===== src/rtl/div16_nr_if.sv =====
// Handshake and result bundle for the 16-bit non-restoring divider.
interface div16_nr_if;
   logic        start;
   logic [15:0] x;
   logic [15:0] y;
   logic        busy;
   logic        done;
   logic [15:0] q;
   logic [15:0] r;
   logic        div_by_zero;

   // Requester side: issues start with operands, observes status and results.
   modport master (
      output start, x, y,
      input  busy, done, q, r, div_by_zero
   );

   // Divider side.
   modport slave (
      input  start, x, y,
      output busy, done, q, r, div_by_zero
   );
endinterface


===== src/rtl/div16_nr.sv =====
// Sequential 16-bit unsigned non-restoring divider.
// One 17-bit add/subtract step per cycle on a signed partial remainder,
// followed by one remainder-correction cycle and a single-cycle done pulse.
module div16_nr (
   input  logic       clk,
   input  logic       rst,
   div16_nr_if.slave  bus
);
   localparam int unsigned WIDTH = 16;

   localparam logic [1:0] S_IDLE = 2'd0;
   localparam logic [1:0] S_CALC = 2'd1;
   localparam logic [1:0] S_CORR = 2'd2;
   localparam logic [1:0] S_FIN  = 2'd3;

   logic [1:0]       state_q, state_d;
   logic [WIDTH:0]   a_q, a_d;      // signed partial remainder
   logic [WIDTH-1:0] qr_q, qr_d;    // dividend, shifted into quotient
   logic [WIDTH-1:0] m_q, m_d;      // divisor
   logic [4:0]       cnt_q, cnt_d;  // remaining iterations
   logic [WIDTH-1:0] q_q, q_d;
   logic [WIDTH-1:0] r_q, r_d;
   logic             dbz_q, dbz_d;

   logic [WIDTH:0]   a_shift;
   logic [WIDTH:0]   a_step;
   logic [WIDTH:0]   a_fix;

   // Next-state, datapath step and result-load logic.
   always_comb begin
      state_d = state_q;
      a_d     = a_q;
      qr_d    = qr_q;
      m_d     = m_q;
      cnt_d   = cnt_q;
      q_d     = q_q;
      r_d     = r_q;
      dbz_d   = dbz_q;

      // Shift {A,Q} left, then add or subtract M depending on the old sign of A.
      a_shift = {a_q[WIDTH-1:0], qr_q[WIDTH-1]};
      a_step  = a_q[WIDTH] ? (a_shift + {1'b0, m_q}) : (a_shift - {1'b0, m_q});
      // Negative final remainder is restored by one extra add.
      a_fix   = a_q[WIDTH] ? (a_q + {1'b0, m_q}) : a_q;

      case (state_q)
         S_IDLE: begin
            if (bus.start) begin
               a_d   = '0;
               qr_d  = bus.x;
               m_d   = bus.y;
               cnt_d = 5'd16;
               dbz_d = 1'b0;
               if (bus.y == '0) begin
                  q_d     = '1;
                  r_d     = bus.x;
                  dbz_d   = 1'b1;
                  state_d = S_FIN;
               end else begin
                  state_d = S_CALC;
               end
            end
         end
         S_CALC: begin
            a_d   = a_step;
            qr_d  = {qr_q[WIDTH-2:0], ~a_step[WIDTH]};
            cnt_d = cnt_q - 5'd1;
            if (cnt_q == 5'd1) state_d = S_CORR;
         end
         S_CORR: begin
            a_d     = a_fix;
            q_d     = qr_q;
            r_d     = a_fix[WIDTH-1:0];
            state_d = S_FIN;
         end
         S_FIN: begin
            state_d = S_IDLE;
         end
         default: begin
            state_d = S_IDLE;
         end
      endcase
   end

   // State and datapath registers with synchronous reset.
   always_ff @(posedge clk) begin
      if (rst) begin
         state_q <= S_IDLE;
         a_q     <= '0;
         qr_q    <= '0;
         m_q     <= '0;
         cnt_q   <= '0;
         q_q     <= '0;
         r_q     <= '0;
         dbz_q   <= 1'b0;
      end else begin
         state_q <= state_d;
         a_q     <= a_d;
         qr_q    <= qr_d;
         m_q     <= m_d;
         cnt_q   <= cnt_d;
         q_q     <= q_d;
         r_q     <= r_d;
         dbz_q   <= dbz_d;
      end
   end

   assign bus.busy        = (state_q == S_CALC) || (state_q == S_CORR);
   assign bus.done        = (state_q == S_FIN);
   assign bus.q           = q_q;
   assign bus.r           = r_q;
   assign bus.div_by_zero = dbz_q;
endmodule


===== src/flat_wrapper.sv =====
// flat-port wrapper written by rule: the top's interface ports become plain ports
module div16_nr_flat 
  (clk, rst, bus_start, bus_x, bus_y, bus_busy, bus_done, bus_q, bus_r, bus_div_by_zero);
  div16_nr_if bus_i ();
  input  logic clk;
  input  logic rst;
  input wire logic [$bits(bus_i.start)-1:0] bus_start;
  input wire logic [$bits(bus_i.x)-1:0] bus_x;
  input wire logic [$bits(bus_i.y)-1:0] bus_y;
  output wire logic [$bits(bus_i.busy)-1:0] bus_busy;
  output wire logic [$bits(bus_i.done)-1:0] bus_done;
  output wire logic [$bits(bus_i.q)-1:0] bus_q;
  output wire logic [$bits(bus_i.r)-1:0] bus_r;
  output wire logic [$bits(bus_i.div_by_zero)-1:0] bus_div_by_zero;
  assign bus_i.start = bus_start;
  assign bus_i.x = bus_x;
  assign bus_i.y = bus_y;
  assign bus_busy = bus_i.busy;
  assign bus_done = bus_i.done;
  assign bus_q = bus_i.q;
  assign bus_r = bus_i.r;
  assign bus_div_by_zero = bus_i.div_by_zero;
  div16_nr u_core (.clk(clk), .rst(rst), .bus(bus_i));
endmodule

===== config.mk =====
export PLATFORM = sky130hd
export DESIGN_NAME = div16_nr_flat
export DESIGN_NICKNAME = d
export VERILOG_FILES = /design/src/rtl/div16_nr_if.sv /design/src/rtl/div16_nr.sv /design/src/flat_wrapper.sv
export SDC_FILE = /design/constraint.sdc
export NUM_CORES = 1
export LEC_CHECK = 0
export CORE_ASPECT_RATIO = 0.5
export CORE_MARGIN = 2
export CORE_UTILIZATION = 55
export CTS_CLUSTER_SIZE = 10
export DETAILED_ROUTE_END_ITERATION = 10
export HOLD_SLACK_MARGIN = 0.08
export PLACE_DENSITY = 0.79
export SKIP_CTS_REPAIR_TIMING = 1
export SLEW_MARGIN = 20
export SYNTH_ARGS = -nofsm -noshare
export SYNTH_HDL_FRONTEND = slang
export SYNTH_SLANG_ARGS = --single-unit

===== constraint.sdc =====
create_clock -name clk -period 9.5 [get_ports clk]
set_input_delay 1.9 -clock clk [delete_from_list [all_inputs] [get_ports clk]]
set_output_delay 1.9 -clock clk [all_outputs]
set_load 0.005 [all_outputs]

==> results.yml <==
cts:
  h-tree-depth: 3
  clock_sinks: 89
  cts_made_buffers: 9
  cts_root_buffer: "clkbuf_16"
  tritoncts: "yes"
  clock_latency_ns: 0.35
  clock_path_buffers: 2
  clk_pin_slew_ns: 0.07
synthesis:
  synth.most_common_cell: "a21oi_1"
  synth.largest_area_cell: "dfxtp_1"
  synth_area_per_cell_um2: 7.90
  ys_warn_count: 0
  synthXorXnorAreaFrac_pct: 6.11
  syn-num-nets: 783
  netlist.area_leader.share_pct: 31.9
  muxShareOfSynthArea_pct: 5.06
  ys_top_cells_by_area: "dfxtp_1 32%, ha_1 8.7%, a21oi_1 8.2%"
  synthFlopType: "dfxtp_1"
  synthArstFlopShare_pct: 0
  synth_edf_count: 0
  synth_top_family_by_area: "compound AO/OA/AOI/OAI gates"
  synth_cell_types: 56
  seq_area_frac_synth_pct: 31.9
  synth-compound-area-share_pct: 26.2
  syn_inst: 707
  synth_common_cells: "91 x a21oi_1, 89 x dfxtp_1, 83 x nand2_1, 83 x nor2_1, 39 x ha_1"
  synthAdderAreaFrac_pct: 9.45
  synthSimpleGateAreaFrac_pct: 17.2
  synth_seq_cells: 89
  syn_area_mm2: 0.00559
placed_design:
  placed_area_mm2: 0.00633
  gp_congestion: 0.917
  dp.final_hpwl_mm: 11.2
  io_buffers: 69
global_route:
  grt-ovfl-total: 0
  grt_pass1_vias: 4770
  gr-usage-all-layers_pct: 28.8
  grt_max_degree: 83
  antenna_found_initial: 0
  grt_pass1_wl_mm: 24.8
sta:
  min_period_over_period_pct: 46.3
  tns_ns: 0
  worst_slew_pin_slew_ns: 0.975
  rsz0062_at_grt: "false"
  skew_ns: 0.0101
  hold_viol_final: 0
  relSlewSlack_pct: 34.1
  finalCriticalPeriod_ns: 4.40
  whs_ns: 0.454
  setup_viol: 0
  slew_violations: 0
  fmax_ghz: 0.227
job:
  maxCapViolCount: 0
floorplanning:
  ios: 70
  die_h_um: 75.3
  coreArea_mm2: 0.00967
  die_area_mm2: 0.0110
  die_w_um: 147
  start_util_pct: 57.8
  core.rowCount: 25
finish:
  stdcell_area_mm2: 0.00662
  multi_input_area_mm2: 0.00357
  n_fill_cell: 786
  antenna_cells: 0
  seq_area_mm2: 0.00178
  drive_gt1_share_pct: 4.35
  areaGrowthSynthToFinish_pct: 18.4
  fin_util_pct: 68.5
  nets: 829
routing:
  via_count: 5321
  drt-wirelength-per-cell_um: 17.2
  final_antenna_net_count: 0
  drt-vias-per-instance: 5.96
  drc: 0
  drtPass1Iterations: 5
  drt_wl_total_mm: 15.3
  drt_iter0_drc: 398
critical_path:
  path_class: "input pin to register"
  cp.arrival_ns: 4.65
  crit_fanout: 25
  crit_required_ns: 9.75
  crit_path_start_kind: "input pin"
  cp-end-kind: "register"
run_status:
  outcome: "finished clean"
pwr:
  vdd_drop_max_mv: 0.110
  power_density_mw_per_mm2: 267
  leakage_nw: 2.52
hold_path:
  hp-class: "register to register"
[final timing paths]
| path | from | depth (start not counted) | slack [ns] | to |
|---|---|---|---|---|
| setup reg to reg | u_core.m_q[2] | 11 | 5.53 | u_core.qr_q[0] |
| hold / removal | u_core.bus.q[4] | 2 | 0.45 | u_core.bus.q[4] |
| hold reg to reg | u_core.bus.q[4] | 2 | 0.45 | u_core.bus.q[4] |
| setup / recovery | bus_y[9] | 8 | 5.10 | u_core.bus.r[11] |
[report_power, final]
group	switching, mW	leakage (nW)	internal, mW
clock	0.167	0.136	0.183
sequential	0.0913	0.726	0.467
combinational	0.498	1.66	0.360
total	0.756	2.52	1.01
[critical path, cell delays in order]
cell	delay, ns
clkdlybuf4s50_1	0.42
nor4_1	0.30
nand4_1	0.13
nor4_1	0.65
nand2_1	0.21
and2_1	0.39
buf_4	0.30
o41ai_1	0.34
[layout by cell type (no fill, tap or decap), types with 7 or more instances in the layout]
master	count
nand2_1	83
nand2b_1	11
xnor2_1	16
dfxtp_1	89
nor3_1	7
clkbuf_16	9
a21oi_1	91
nor2_1	83
o21ai_0	37
a211oi_1	29
mux2i_1	26
ha_1	39
clkdlybuf4s50_1	68
a31oi_1	8
xor2_1	23
a21o_1	7
inv_1	19
[metal layers]
metal / share of wire [%] / up-vias / global-route usage, % / wire [µm]
li1: - / 2639 / - / -
met1: 49 / 2445 / 42.2 / 7480
met2: 40 / 227 / 42.6 / 6150
met3: 10 / 10 / 8.18 / 1600
met4: 0.78 / 0 / 6.15 / 119
met5: 0 / - / 0 / 0
[final cells by class]
cell class | count | area share [%]
Clock buffer | 9 | 3.40
Inverter | 20 | 1.13
Multi-Input combinational cell | 558 | 54.0
Sequential cell | 89 | 26.9
Tap cell | 135 | 2.55
Clock inverter | 7 | 0.908
Timing Repair Buffer | 75 | 11.0
[state kept, by name (all words and copies together) (netlist names)]
name	count
u_core.a_q	17
u_core.bus.div_by_zero	1
u_core.bus.q	16
u_core.bus.r	16
u_core.cnt_q	5
u_core.m_q	16
u_core.qr_q	16
u_core.state_q	2
[through the flow]
| stage | std cells | total power [mW] | worst slack, ns |
|---|---|---|---|
| floorplan | 707 | 1.16 | 6.08 |
| global placement | 877 | 1.39 | 4.93 |
| detailed placement | 877 | 1.41 | 4.82 |
| CTS | 893 | 1.76 | 5.22 |
| global route | 893 | 1.89 | 4.77 |
| finish | 893 | 1.77 | 5.10 |
[kinds of logic (layout without fill, tap and decap cells)]
| group | Yosys count | in the layout |
|---|---|---|
| XOR/XNOR | 39 | 39 |
| flip-flops | 89 | 89 |
| multiplexers | 28 | 28 |
| adder cells (fa/ha/maj) | 41 | 41 |
| buffers and inverters | 60 | 111 |
| AND/OR/NAND/NOR | 219 | 219 |
| AO/OA/AOI/OAI | 231 | 231 |
No activity file was read; power rests on OpenSTA's default activity.
